**src/rtl/uart_pkg.sv**
```systemverilog
// Shared types, constants and helpers for the configurable UART transmitter
// and its companion receiver.
package uart_pkg;

  typedef enum logic [2:0] {
    idle   = 3'd0,
    start  = 3'd1,
    data   = 3'd2,
    parity = 3'd3,
    stop   = 3'd4
  } tx_state_t;

  typedef enum logic [1:0] {
    par_none = 2'b00,
    par_even = 2'b01,
    par_odd  = 2'b10
  } parity_t;

  localparam int min_data_bits = 5;
  localparam int max_data_bits = 9;
  localparam int min_div       = 2;

  // Force the requested data-bit count into the supported 5..9 range.
  function automatic logic [3:0] clamp_data_bits(input logic [3:0] bits);
    logic [3:0] res;
    if (bits < 4'(min_data_bits)) begin
      res = 4'(min_data_bits);
    end else if (bits > 4'(max_data_bits)) begin
      res = 4'(max_data_bits);
    end else begin
      res = bits;
    end
    return res;
  endfunction

  // The unused encoding 2'b11 falls back to no parity.
  function automatic parity_t decode_parity(input logic [1:0] code);
    parity_t res;
    case (code)
      2'b01:   res = par_even;
      2'b10:   res = par_odd;
      default: res = par_none;
    endcase
    return res;
  endfunction

endpackage

```
**src/rtl/uart_tx_cfg_if.sv**
```systemverilog
// Valid/ready word stream feeding the transmitter FIFO.
interface uart_tx_cfg_if #(
  parameter int data_w_max = 9
) ();
  logic                  s_valid;
  logic [data_w_max-1:0] s_data;
  logic                  s_ready;

  modport master (output s_valid, output s_data, input s_ready);
  modport slave  (input s_valid, input s_data, output s_ready);
endinterface

```
**src/rtl/uart_sync_fifo.sv**
```systemverilog
// Single-clock FIFO with wrap-bit pointers; full/empty come straight from
// the registered pointers so they are glitch-free.
module uart_sync_fifo #(
  parameter int width = 9,
  parameter int depth = 4
) (
  input  logic             clk,
  input  logic             rst_n,
  input  logic             push,
  input  logic [width-1:0] wdata,
  input  logic             pop,
  output logic [width-1:0] rdata,
  output logic             full,
  output logic             empty
);
  localparam int aw = $clog2(depth);
  localparam logic [aw:0] ptr_one = (aw + 1)'(1);

  logic [aw:0]      wr_ptr_r;
  logic [aw:0]      rd_ptr_r;
  logic [width-1:0] mem_r [depth];

  assign empty = (wr_ptr_r == rd_ptr_r);
  assign full  = (wr_ptr_r[aw] != rd_ptr_r[aw]) &&
                 (wr_ptr_r[aw-1:0] == rd_ptr_r[aw-1:0]);
  assign rdata = mem_r[rd_ptr_r[aw-1:0]];

  // Advance the pointers on accepted pushes and pops.
  always_ff @(posedge clk or negedge rst_n) begin
    if (!rst_n) begin
      wr_ptr_r <= '0;
      rd_ptr_r <= '0;
    end else begin
      if (push && !full) begin
        wr_ptr_r <= wr_ptr_r + ptr_one;
      end
      if (pop && !empty) begin
        rd_ptr_r <= rd_ptr_r + ptr_one;
      end
    end
  end

  // Storage write; contents need no reset because empty guards the read.
  always_ff @(posedge clk) begin
    if (push && !full) begin
      mem_r[wr_ptr_r[aw-1:0]] <= wdata;
    end
  end

endmodule

```
**src/rtl/uart_tx_cfg.sv**
```systemverilog
// UART transmitter with per-frame data bits, parity, stop bits and baud
// divisor, fed by a small word FIFO.
module uart_tx_cfg
  import uart_pkg::*;
#(
  parameter int div_w      = 16,
  parameter int fifo_depth = 4,
  parameter int data_w_max = 9
) (
  input  logic              clk,
  input  logic              rst_n,
  input  logic [div_w-1:0]  cfg_div,
  input  logic [3:0]        cfg_data_bits,
  input  logic [1:0]        cfg_parity,
  input  logic              cfg_two_stop,
  uart_tx_cfg_if.slave      s_if,
  output logic              tx,
  output logic              tx_busy
);
  localparam logic [div_w-1:0] cnt_one = div_w'(1);

  logic [data_w_max-1:0] fifo_rdata;
  logic                  fifo_full;
  logic                  fifo_empty;
  logic                  fifo_pop;

  tx_state_t             state_r;
  logic [data_w_max-1:0] word_r;
  logic [div_w-1:0]      div_r;
  logic [3:0]            nbits_r;
  parity_t               par_r;
  logic                  two_stop_r;
  logic [div_w-1:0]      cnt_r;
  logic [3:0]            bit_idx_r;
  logic                  stop_idx_r;
  logic                  tx_r;
  logic                  busy_r;

  logic [div_w-1:0]      div_clamped_s;
  logic                  bit_end_s;

  // Parity over the low n bits only; odd parity starts from 1.
  function automatic logic frame_parity(input logic [data_w_max-1:0] w,
                                        input logic [3:0] n,
                                        input logic odd);
    logic p;
    p = odd;
    for (int i = 0; i < data_w_max; i++) begin
      if (i < int'(n)) begin
        p = p ^ w[i];
      end
    end
    return p;
  endfunction

  assign div_clamped_s = (cfg_div < div_w'(min_div)) ? div_w'(min_div) : cfg_div;
  assign bit_end_s     = (cnt_r == div_r - cnt_one);
  assign fifo_pop      = (state_r == idle) && !fifo_empty;
  assign s_if.s_ready  = !fifo_full;
  assign tx            = tx_r;
  assign tx_busy       = busy_r;

  uart_sync_fifo #(
    .width (data_w_max),
    .depth (fifo_depth)
  ) u_fifo (
    .clk   (clk),
    .rst_n (rst_n),
    .push  (s_if.s_valid),
    .wdata (s_if.s_data),
    .pop   (fifo_pop),
    .rdata (fifo_rdata),
    .full  (fifo_full),
    .empty (fifo_empty)
  );

  // Frame sequencer: latches a word plus config, then shifts out bits.
  always_ff @(posedge clk or negedge rst_n) begin
    if (!rst_n) begin
      state_r    <= idle;
      word_r     <= '0;
      div_r      <= div_w'(min_div);
      nbits_r    <= 4'(min_data_bits);
      par_r      <= par_none;
      two_stop_r <= 1'b0;
      cnt_r      <= '0;
      bit_idx_r  <= 4'd0;
      stop_idx_r <= 1'b0;
      tx_r       <= 1'b1;
      busy_r     <= 1'b0;
    end else begin
      case (state_r)
        idle: begin
          if (!fifo_empty) begin
            word_r     <= fifo_rdata;
            div_r      <= div_clamped_s;
            nbits_r    <= clamp_data_bits(cfg_data_bits);
            par_r      <= decode_parity(cfg_parity);
            two_stop_r <= cfg_two_stop;
            cnt_r      <= '0;
            bit_idx_r  <= 4'd0;
            stop_idx_r <= 1'b0;
            tx_r       <= 1'b0;
            busy_r     <= 1'b1;
            state_r    <= start;
          end else begin
            tx_r   <= 1'b1;
            busy_r <= 1'b0;
          end
        end
        start: begin
          if (bit_end_s) begin
            cnt_r   <= '0;
            tx_r    <= word_r[0];
            state_r <= data;
          end else begin
            cnt_r <= cnt_r + cnt_one;
          end
        end
        data: begin
          if (bit_end_s) begin
            cnt_r <= '0;
            if (bit_idx_r == nbits_r - 4'd1) begin
              if (par_r != par_none) begin
                tx_r    <= frame_parity(word_r, nbits_r, par_r == par_odd);
                state_r <= parity;
              end else begin
                tx_r    <= 1'b1;
                state_r <= stop;
              end
            end else begin
              bit_idx_r <= bit_idx_r + 4'd1;
              tx_r      <= word_r[bit_idx_r + 4'd1];
            end
          end else begin
            cnt_r <= cnt_r + cnt_one;
          end
        end
        parity: begin
          if (bit_end_s) begin
            cnt_r   <= '0;
            tx_r    <= 1'b1;
            state_r <= stop;
          end else begin
            cnt_r <= cnt_r + cnt_one;
          end
        end
        stop: begin
          if (bit_end_s) begin
            cnt_r <= '0;
            tx_r  <= 1'b1;
            if (two_stop_r && !stop_idx_r) begin
              stop_idx_r <= 1'b1;
            end else begin
              // Busy only stays up across the idle gap if work is queued.
              busy_r  <= !fifo_empty;
              state_r <= idle;
            end
          end else begin
            cnt_r <= cnt_r + cnt_one;
          end
        end
        default: begin
          state_r <= idle;
          tx_r    <= 1'b1;
          busy_r  <= 1'b0;
        end
      endcase
    end
  end

endmodule
```
**src/flat_wrapper.sv**
```systemverilog
// flat-port wrapper written by rule: the top's interface ports become plain ports
module uart_tx_cfg_flat import uart_pkg::*;
#(
  parameter int div_w      = 16,
  parameter int fifo_depth = 4,
  parameter int data_w_max = 9
)
  (clk, rst_n, cfg_div, cfg_data_bits, cfg_parity, cfg_two_stop, tx, tx_busy, s_if_s_valid, s_if_s_data, s_if_s_ready);
  uart_tx_cfg_if #(.data_w_max(data_w_max)) s_if_i ();
  input  logic clk;
  input  logic rst_n;
  input  logic [div_w-1:0] cfg_div;
  input  logic [3:0] cfg_data_bits;
  input  logic [1:0] cfg_parity;
  input  logic cfg_two_stop;
  output logic tx;
  output logic tx_busy;
  input wire logic [$bits(s_if_i.s_valid)-1:0] s_if_s_valid;
  input wire logic [$bits(s_if_i.s_data)-1:0] s_if_s_data;
  output wire logic [$bits(s_if_i.s_ready)-1:0] s_if_s_ready;
  assign s_if_i.s_valid = s_if_s_valid;
  assign s_if_i.s_data = s_if_s_data;
  assign s_if_s_ready = s_if_i.s_ready;
  uart_tx_cfg #(.div_w(div_w), .fifo_depth(fifo_depth), .data_w_max(data_w_max)) u_core (.clk(clk), .rst_n(rst_n), .cfg_div(cfg_div), .cfg_data_bits(cfg_data_bits), .cfg_parity(cfg_parity), .cfg_two_stop(cfg_two_stop), .s_if(s_if_i), .tx(tx), .tx_busy(tx_busy));
endmodule
```
**config.mk**
```make
export PLATFORM = sky130hd
export DESIGN_NAME = uart_tx_cfg_flat
export DESIGN_NICKNAME = d
export VERILOG_FILES = /design/src/rtl/uart_pkg.sv /design/src/rtl/uart_tx_cfg_if.sv /design/src/rtl/uart_sync_fifo.sv /design/src/rtl/uart_tx_cfg.sv /design/src/flat_wrapper.sv
export SDC_FILE = /design/constraint.sdc
export NUM_CORES = 1
export LEC_CHECK = 0
export BUFFER_PORTS_ARGS = -buffer_cell sky130_fd_sc_hd__buf_2
export CAP_MARGIN = 0
export CORE_UTILIZATION = 30
export CTS_BUF_LIST = sky130_fd_sc_hd__clkbuf_4
export CTS_CLUSTER_DIAMETER = 200
export CTS_CLUSTER_SIZE = 14
export DETAILED_ROUTE_END_ITERATION = 16
export PLACE_DENSITY = 0.51
export SLEW_MARGIN = 20
export SYNTH_ARGS = -nofsm -noshare
export SYNTH_HDL_FRONTEND = slang
export SYNTH_SLANG_ARGS = --single-unit
```
**constraint.sdc**
```tcl
create_clock -name clk -period 3.8 [get_ports clk]
set_clock_uncertainty 0.05 [all_clocks]
set_input_delay 0.76 -clock clk [delete_from_list [all_inputs] [get_ports clk]]
set_output_delay 0.76 -clock clk [all_outputs]
set_load 0.005 [all_outputs]
```
After elaboration in Yosys (flattened, before gate mapping)
Memory sizes are Yosys's and may differ from the RTL's. A register that Yosys moved wholly into a read port is not among the register bits.
Index checks and enable logic that the tools add are counted.
Word-level totals
  bits in registers: 55
  bits in latches: 0
  memory bits (writable): 36
  memory bits (read-only): 0
  input bits: 35
  output and inout port bits: 3
  memories kept: 1
Memories
  u_core.u_fifo.mem_r: depth 4, bits a word 9, rd ports 1, clocked after Yosys merged registers in 1, wr ports 1, line uart_sync_fifo.sv:21  | logic [width-1:0] mem_r [depth];
Operators by class
  $add $sub $neg: 6
  multiply operators: 0
  div/mod/pow operators: 0
  magnitude comparators: 13
  equality and inequality tests: 22
  shift-type cells: 0
  muxes and demuxes: 80
  bitwise operators: 11
  reduce and logical (&&, ||, !) cells: 24
Operators by type and width (count)
  $mux 1: 56
  $mux 16: 3
  $pmux 16 s2: 1
  $mux 3: 8
  $mux 4: 5
  $add 16x1->16 const B: 1
  $eq 16x16->1: 1
  $lt 16x2->1 const B: 1
  $lt 3x4->1 const A: 4
  $sub 16x1->16 const B: 1
  $pmux 3 s5: 1
  $ne 2x1->1 const B: 7
  $xor 1x1->1: 9
  $lt 1x4->1 const A: 2
  $lt 2x4->1 const A: 2
  $pmux 4 s2: 1
  $reduce_and 4->1: 2
  $reduce_bool 2->1: 4
  $reduce_and 7->1: 1
  $add 3x1->3 const B: 2
  $eq 3x2->1 const B: 2
  $ne 2x2->1 const B: 3
  $reduce_and 3->1: 2
  $logic_and 1x1->1: 5
  other kinds (26): 32

Depth between registers and ports, before layout
Gate-level depths: netlist (run 1).
  depth in word-level cells: 55
  depth in mapped cells: 12
  mapped depth without buffers: 10

Cells and area by module
Synthesis (run 1) repeated with hierarchy kept, for this count alone.
Unflattened totals
  cells, all modules: 567
  area total of the unflattened synthesis: 5688.0 um^2
Modules (own cells, without submodules)
  uart_tx_cfg: instances 1, cells an instance 471, area an instance 3915.0 um^2, seq. area each 1456.4 um^2
  uart_sync_fifo: instances 1, cells an instance 96, area an instance 1773.0 um^2, seq. area each 1231.2 um^2

Worst setup path before layout (run 1)
No wires, ideal clock.
  path kind: reg-to-reg
  from: reg u_core.div_r[0]
  to: reg u_core.bit_idx_r[2]
  library setup time: 131 ps
  arrival: 2895 ps
  data required time: 3619 ps
  path slack: 723 ps
  stages on the path, launching flop included: 13
  path buffers: 2
  period minus slack after synthesis: 3077 ps
  path through: dfrtp_1 > inv_1 > ha_1 > buf_4 > or3b_2 > or3_1 > xnor2_1 > a2111oi_1 > nand4_2 > nor2_4 > buf_6 > a21oi_2 > or3_1
On the way
  longest elaborated chain between the ends: 4
Ends and longest elaborated chain
  start: declaration: line uart_tx_cfg.sv:29  | logic [div_w-1:0] div_r;
  start signal: assignment: line uart_tx_cfg.sv:82  | div_r <= div_w'(min_div);
  start signal: assignment: line uart_tx_cfg.sv:96  | div_r <= div_clamped_s;
  $sub 16x1->16: line uart_tx_cfg.sv:57  | assign bit_end_s = (cnt_r == div_r - cnt_one);
  $eq 16x16->1: line uart_tx_cfg.sv:57
  $ne 2x1->1 (no line)
  $reduce_and 4->1 (no line)
  end signal: assignment: line uart_tx_cfg.sv:132  | bit_idx_r <= bit_idx_r + 4'd1;
  end: declaration: line uart_tx_cfg.sv:34  | logic [3:0] bit_idx_r;
Every way passes these cells.
A chain may end at the register's enable or synchronous reset.

Worst setup path after layout (run 1)
  from: reg u_core.div_r[0]
  to: reg u_core.cnt_r[3]
On the way
  longest elaborated chain between the ends: 4
Ends and longest elaborated chain
  $sub 16x1->16: line uart_tx_cfg.sv:57
  $eq 16x16->1: line uart_tx_cfg.sv:57
  $mux 16
  $pmux 16 s2: line uart_tx_cfg.sv:92  | case (state_r)
  end signal: assignment: line uart_tx_cfg.sv:117  | cnt_r <= cnt_r + cnt_one;
  end signal: assignment: line uart_tx_cfg.sv:145  | cnt_r <= cnt_r + cnt_one;
  end signal: assignment: line uart_tx_cfg.sv:160  | cnt_r <= cnt_r + cnt_one;
  end: declaration: line uart_tx_cfg.sv:33  | logic [div_w-1:0] cnt_r;
Every way passes these cells.

==> results.py, run 1 <==
metrics = {
    "sta": {
        "final.hold.worst_slack_ns": 0.235,
        "fin_crit_ns": 3.42,
        "final_count_of_negative_setup_slack_endpoints": 0,
        "rsz0062_at_grt": "no",
        "timing.final.crit_share_pct": 90.1,
        "maxSlewViolCount": 0,
        "worst_slew_pin_slew_ns": 0.831,
        "setup_tns_ns": 0,
        "max_freq_ghz": 0.292,
        "hold_violations": 0,
        "timing.slew.headroom_pct": 44.4,
    },
    "yosys": {
        "synth_fp_nets": 515,
        "syn_inst": 468,
        "post-synth-top-area-cell": "sky130_fd_sc_hd__dfrtp_1",
        "netlist-cell-type-count": 66,
        "synthesized_area_per_cell_sq_um": 11.5,
        "synth_warnings": 0,
        "postSynthRegisterBits": 100,
        "synth_edf_count": 36,
        "yosysSeqAreaShare_pct": 49.9,
        "synthDominantCellAreaShare_pct": 27.9,
        "postSynth.topFlopCell": "sky130_fd_sc_hd__dfrtp_1",
        "synth_area_sq_um": 5380,
        "synthTopCellsByArea": "sky130_fd_sc_hd__dfrtp_1 (28%), sky130_fd_sc_hd__edfxtp_1 (20%), sky130_fd_sc_hd__mux2_2 (5.0%)",
        "synth_async_sr_flop_share_pct": 64.0,
    },
    "grt": {
        "grt_start_max_net_pins": 31,
        "grt_overflow_total": 0,
        "grt_pass1_wl_mm": 19.1,
        "grt_pass1_vias": 3734,
        "grtUsageTotal_pct": 13.5,
        "antenna_found_initial": 1,
    },
    "critical_path": {
        "slowest_stage_delay_on_critical_path_ns": 0.50,
        "cpLargestDelayFamily": "simple AND/OR/NAND/NOR gates",
        "crit_path_end_kind": "register",
        "cp.arrival_ns": 3.76,
        "worst_reg2reg_startpoint": "u_core.div_r[0]",
        "crit_path_start_kind": "register",
        "cp_data_required_time_ns": 4.14,
        "critPathSlowestCell": "sky130_fd_sc_hd__or3b_2",
        "critical_path.n_buffers_inverters": 2,
        "crit_path_cell_trace": "inv_1 > ha_1 > or3b_2 > or3_1 > xnor2_1 > a2111oi_1 > nand4_2 > o21ai_2 > buf_4 > nor3_1 > a311o_1",
        "cp_max_fo": 23,
        "critical_path_class": "register to register",
        "crit_path_start": "u_core.div_r[0]",
    },
    "finish": {
        "final.fill_count": 1796,
        "finish.cell_count_without_fillers": 734,
        "seq_area_sq_um": 2690,
        "mostFrequentLayoutCells": "sky130_fd_sc_hd__dfrtp_1 (60), sky130_fd_sc_hd__buf_2 (37), sky130_fd_sc_hd__edfxtp_1 (36)",
        "post_route_cells_drive_above_1_share_pct": 21.7,
        "area_growth_pct": 10.4,
        "final_core_util_pct": 34.1,
        "mostFrequentLayoutCell": "sky130_fd_sc_hd__dfrtp_1",
        "nNetsFinal": 549,
        "area_taken_by_multi_input_logic_gates_sq_um": 2520,
    },
    "flow_run": {
        "timing.max_cap.violations": 0,
    },
    "placed_design": {
        "gp_routability_congestion": 0.811,
        "io_buf_count": 37,
        "place_hpwl_mm": 8.33,
        "dp_cells": 716,
    },
    "cts": {
        "clock_sinks": 100,
        "htree_levels": 3,
        "cts_hold_buf": 0,
        "clock_insertion_delay_worst_skew_ns": 0.49,
        "cts_root_buffer": "sky130_fd_sc_hd__clkbuf_4",
        "cts_tree": "yes",
        "cts.path.max_buffers": 2,
        "cts-buffers-inserted": 9,
        "post_cts_resize_count": 0,
        "clk_pin_slew_worst_paths_ns": 0.18,
        "postCtsSetupBuffers": 0,
    },
    "detailed_routing": {
        "drt-vias-per-instance": 5.07,
        "firstDrtPassIters": 4,
        "drt-total-wl_mm": 11.4,
        "routed-via-count": 3722,
        "avgRoutedWirePerCell_um": 15.5,
        "drt_iter0_markers": 212,
        "final_antenna_net_count": 0,
        "route.detailed.drc": 0,
    },
    "die": {
        "placement_rows": 48,
        "i_o_pin_cnt": 38,
        "chipHeight_um": 136,
        "fp.dieW_um": 136,
        "core_sq_um": 17400,
        "floorplan.die_area_sq_um": 18500,
        "start_util_pct": 30.9,
    },
    "pwr": {
        "cellPowerDensity_nw_per_um2": 429,
        "p_int_uw": 1710,
        "cellLeakagePower_uw": 0.00235,
        "power.share.switching_pct": 33.0,
        "clock_power_share_pct": 22.9,
        "proportion_of_power_drawn_by_flip_flops_and_latches_pct": 56.4,
        "share_of_total_power_in_combinational_logic_pct": 20.7,
        "p_sw_uw": 842,
        "worst_ir_drop_vdd_uv": 247,
    },
    "run_status": {
        "run_status": "finished clean",
    },
    "hold_path": {
        "hp-class": "input port to async pin",
    },
}
[through the flow]
step                total power (uW)  cell area [sq um]  worst slack, ns
floorplan                       1800               5380            0.723
global placement                1980               5790            0.450
detailed placement              2000               5790            0.375
CTS                             2590               5940            0.352
global route                    2710               5940           0.0764
finish                          2550               5940            0.377
[worst reg2reg max path: stages (launching register included)]
cell and delay (ns):
sky130_fd_sc_hd__dfrtp_1 0.49, sky130_fd_sc_hd__inv_1 0.10, sky130_fd_sc_hd__ha_1 0.32, sky130_fd_sc_hd__or3b_2 0.50
sky130_fd_sc_hd__or3_1 0.34, sky130_fd_sc_hd__xnor2_1 0.14, sky130_fd_sc_hd__a2111oi_1 0.38, sky130_fd_sc_hd__nand4_2 0.24
sky130_fd_sc_hd__o21ai_2 0.17, sky130_fd_sc_hd__buf_4 0.26, sky130_fd_sc_hd__nor3_1 0.08, sky130_fd_sc_hd__a311o_1 0.27
[Yosys cell counts, types with 7 or more instances]
| master | n |
|---|---|
| sky130_fd_sc_hd__mux2_2 | 24 |
| sky130_fd_sc_hd__nand3_1 | 14 |
| sky130_fd_sc_hd__nand2b_1 | 7 |
| sky130_fd_sc_hd__clkbuf_1 | 10 |
| sky130_fd_sc_hd__mux4_2 | 11 |
| sky130_fd_sc_hd__nand4_1 | 7 |
| sky130_fd_sc_hd__inv_1 | 15 |
| sky130_fd_sc_hd__o211ai_1 | 9 |
| sky130_fd_sc_hd__nor2_1 | 24 |
| sky130_fd_sc_hd__a21o_1 | 9 |
| sky130_fd_sc_hd__xnor2_1 | 22 |
| sky130_fd_sc_hd__or3_1 | 8 |
| sky130_fd_sc_hd__xor2_1 | 17 |
| sky130_fd_sc_hd__dfrtp_1 | 60 |
| sky130_fd_sc_hd__and3_1 | 8 |
| sky130_fd_sc_hd__nor4_1 | 7 |
| sky130_fd_sc_hd__edfxtp_1 | 36 |
| sky130_fd_sc_hd__ha_1 | 12 |
| sky130_fd_sc_hd__nor3_1 | 14 |
| sky130_fd_sc_hd__nand2_1 | 30 |
| sky130_fd_sc_hd__a21oi_1 | 16 |
| sky130_fd_sc_hd__o21ai_0 | 22 |
[final timing paths]
check | endpoint | slack (ns) | depth (start not counted)
max | u_core.cnt_r[3] | 0.38 | 11
min | u_core.div_r[15] | 0.24 | 1
max reg2reg | u_core.cnt_r[3] | 0.38 | 11
min reg2reg | u_core.u_fifo.wr_ptr_r[2] | 0.45 | 1
max in group asynchronous | u_core.nbits_r[0] | 2.68 | 2
min in group clk | u_core.nbits_r[2] | 0.38 | 2
[state kept, by name, indices dropped and copies added (netlist names), 2 cells and up]
register and cells:
u_core.u_fifo.mem_r 36, u_core.cnt_r 16, u_core.div_r 16, u_core.word_r 9, u_core.bit_idx_r 4, u_core.nbits_r 4
u_core.state_r 3, u_core.u_fifo.rd_ptr_r 3, u_core.u_fifo.wr_ptr_r 3, u_core.par_r 2
[logic make-up (layout without fill, tap and decap cells)]
family                   Yosys count  count (layout)  synth area share [%]
AND/OR/NAND/NOR                  149             149                  15.5
flip-flops                       100             100                  49.9
AO/OA/AOI/OAI                     92              92                  11.4
XOR/XNOR                          40              40                  6.76
multiplexers                      39              39                  10.4
buffers and inverters             36              75                  3.28
adder cells (fa/ha/maj)           12              12                  2.79
other                              0               2                     0
[layer usage]
metal  track usage (%)  share of wire (%)  vias up
li1                  -                  -     1808
met1              18.3                 49     1847
met2              21.4                 46       53
met3              2.39                3.3       14
met4              4.94                1.4        0
met5                 0                  0        -
[layout make-up]
cell class | count | area share, %
tap | 225 | 4.74
antenna | 2 | 0.0842
sequential | 100 | 45.2
multi-input combinational | 332 | 42.5
inverter | 15 | 0.947
clock buffer | 9 | 1.14
timing repair buffer | 44 | 4.00
clock inverter | 7 | 1.41
[power by group through the flow]
stage               sequential (uW)  clock (uW)  combinational, uW
global placement               1460           0                525
global route                   1460         649                598
CTS                            1440         615                541
floorplan                      1400           0                404
detailed placement             1460           0                539
finish                         1440         585                529
Note: power is estimated with default switching activity, not from simulation.
==> inputs of run 2 (changes only) <==
--- a/config.mk
+++ b/config.mk
@@ -7,12 +7,12 @@
 export LEC_CHECK = 0
 export BUFFER_PORTS_ARGS = -buffer_cell sky130_fd_sc_hd__buf_2
 export CAP_MARGIN = 0
-export CORE_UTILIZATION = 30
+export CORE_UTILIZATION = 63
 export CTS_BUF_LIST = sky130_fd_sc_hd__clkbuf_4
-export CTS_CLUSTER_DIAMETER = 200
+export CTS_CLUSTER_DIAMETER = 100
 export CTS_CLUSTER_SIZE = 14
 export DETAILED_ROUTE_END_ITERATION = 16
-export PLACE_DENSITY = 0.51
+export PLACE_DENSITY = 0.89
 export SLEW_MARGIN = 20
 export SYNTH_ARGS = -nofsm -noshare
 export SYNTH_HDL_FRONTEND = slang
==> run 2 against run 1 <==
- wire length down 1.8%
- via count up 5.7%
- critical path depth down 1
- combinational power up 0.8%
- fmax down 1.1%
- core utilization up 36 points
- count of clock-buffer cells in the layout unchanged
- sequential power about the same
- clock power up 8.5%
- cell count down 17%
- critical path type unchanged
- critical endpoint unchanged
- largest power group unchanged
- highest routed layer unchanged
==> results.py, run 2 (synthesis gave the netlist of run 1 again) <==
metrics = {
    "die": {
        "floorplan.die_area_sq_um": 8920,
        "start_util_pct": 65.2,
        "chipHeight_um": 94.4,
        "placement_rows": 33,
        "i_o_pin_cnt": 38,
        "core_sq_um": 8260,
        "fp.dieW_um": 94.4,
    },
    "sta": {
        "final.hold.worst_slack_ns": 0.339,
        "maxSlewViolCount": 0,
        "fin_crit_ns": 3.46,
        "setup_tns_ns": 0,
        "fin_ws_ns": 0.339,
        "hold_violations": 0,
        "final_count_of_negative_setup_slack_endpoints": 0,
        "max_freq_ghz": 0.289,
        "timing.final.crit_share_pct": 91.1,
        "worst_slew_pin_slew_ns": 0.922,
        "rsz0062_at_grt": "no",
        "timing.slew.headroom_pct": 38.3,
    },
    "detailed_routing": {
        "drt_iter0_markers": 282,
        "avgRoutedWirePerCell_um": 18.2,
        "routed-via-count": 3933,
        "firstDrtPassIters": 5,
        "drt-vias-per-instance": 6.43,
        "final_antenna_net_count": 0,
        "drt-total-wl_mm": 11.2,
        "route.detailed.drc": 0,
    },
    "cts": {
        "clock_sinks": 100,
        "post_cts_resize_count": 0,
        "cts_root_buffer": "sky130_fd_sc_hd__clkbuf_4",
        "cts.path.max_buffers": 2,
        "clock_insertion_delay_worst_skew_ns": 0.47,
        "postCtsSetupBuffers": 0,
        "cts_tree": "yes",
        "cts_hold_buf": 0,
        "cts-buffers-inserted": 9,
        "clk_pin_slew_worst_paths_ns": 0.18,
        "htree_levels": 3,
    },
    "placed_design": {
        "io_buf_count": 37,
        "gp_routability_congestion": 0.950,
        "placedInstanceArea_sq_um": 5630,
        "place_hpwl_mm": 7.92,
        "pre_cts_slack_ns": 0.397,
    },
    "finish": {
        "mostFrequentLayoutCell": "sky130_fd_sc_hd__dfrtp_1",
        "stdcell_area_sq_um": 5800,
        "final.fill_count": 579,
        "seq_area_sq_um": 2690,
        "largest_register_ffs": 36,
        "area_growth_pct": 7.76,
        "nNetsFinal": 549,
        "area_taken_by_multi_input_logic_gates_sq_um": 2520,
        "diodes": 0,
        "final_core_util_pct": 70.2,
        "post_route_cells_drive_above_1_share_pct": 21.5,
        "mostFrequentLayoutCells": "sky130_fd_sc_hd__dfrtp_1 (60), sky130_fd_sc_hd__buf_2 (37), sky130_fd_sc_hd__edfxtp_1 (36)",
    },
    "critical_path": {
        "regToRegEndpoint": "u_core.cnt_r[3]",
        "worst_reg2reg_startpoint": "u_core.div_r[0]",
        "crit_path_start_kind": "register",
        "critical_path_class": "register to register",
        "r2r_setup_slack_ns": 0.34,
        "worst_case_reg_to_reg_path_depth": 10,
        "cp.arrival_ns": 3.79,
        "cp_max_fo": 23,
        "crit_path_end_kind": "register",
        "cp_data_required_time_ns": 4.13,
    },
    "grt": {
        "grt_start_max_net_pins": 41,
        "grt_pass1_wl_mm": 18.4,
        "grtUsageTotal_pct": 27.5,
        "grt_overflow_total": 0,
        "grt_pass1_vias": 3779,
        "antenna_found_initial": 0,
    },
    "pwr": {
        "cellLeakagePower_uw": 0.00235,
        "cellPowerDensity_nw_per_um2": 452,
        "worst_ir_drop_vdd_uv": 342,
    },
    "flow_run": {
        "timing.max_cap.violations": 0,
    },
    "run_status": {
        "run_status": "finished clean",
    },
    "hold_path": {
        "hp-class": "input port to async pin",
    },
}
run 2: cell count changes in the layout (fill, tap and decap cells not counted), sizes merged:
| cell | delta |
|---|---|
| diode | -2 |
| inv | -1 |
| clkinvlp | +1 |
| clkinv | -1 |
| bufinv | +1 |
run 2: critical path: stages, from the launching register on:
cell	delay [ns]
sky130_fd_sc_hd__dfrtp_1	0.48
sky130_fd_sc_hd__inv_1	0.11
sky130_fd_sc_hd__ha_1	0.30
sky130_fd_sc_hd__nor3b_1	0.68
sky130_fd_sc_hd__a41oi_1	0.23
sky130_fd_sc_hd__a2111oi_1	0.49
sky130_fd_sc_hd__nand4_2	0.23
sky130_fd_sc_hd__o21ai_2	0.17
sky130_fd_sc_hd__buf_4	0.27
sky130_fd_sc_hd__nor3_1	0.08
sky130_fd_sc_hd__a311o_1	0.27
run 2: report_power, final:
part	leakage, uW	switching (uW)	total [uW]	internal, uW
registers	0.00112	164	1450	1290
logic	0.00115	274	533	259
clock network	0.0000861	412	635	223
total	0.00235	850	2620	1770
run 2: how the worst max path moves through the flow:
| stage | from | endpoint | slack [ns] | cells after the start |
|---|---|---|---|---|
| 2_1_floorplan | u_core.div_r[0] | u_core.bit_idx_r[2] | 0.72 | 12 |
| 4_1_cts | u_core.div_r[0] | u_core.cnt_r[3] | 0.35 | 11 |
| 3_3_place_gp | u_core.div_r[0] | u_core.cnt_r[3] | 0.51 | 11 |
| 5_1_grt | u_core.div_r[0] | u_core.cnt_r[3] | 0.08 | 11 |
| 3_5_place_dp | u_core.div_r[0] | u_core.cnt_r[3] | 0.40 | 11 |
| 6_report | u_core.div_r[0] | u_core.cnt_r[3] | 0.34 | 10 |
run 2: layer usage:
metal | GRT usage (%) | part of all wire [%] | vias up
met5 | 0 | 0 | -
met4 | 14.6 | 3.5 | 0
met2 | 46.1 | 49 | 124
met1 | 34.8 | 43 | 1956
li1 | - | - | 1818
met3 | 3.78 | 4.6 | 35
run 2: per-stage QoR:
stage	total power (uW)	std cells
2_1_floorplan	1800	468
3_3_place_gp	1950	596
3_5_place_dp	2000	596
4_1_cts	2630	612
5_1_grt	2740	612
6_report	2620	612
run 2: cell type report:
type,count,share of cell area (%)
clock buffers,9,1.16
clock inverters,7,1.75
inverters,15,0.971
multi-input cells,332,43.4
flip-flops and latches,100,46.3
well taps,105,2.26
repair buffers,44,4.10
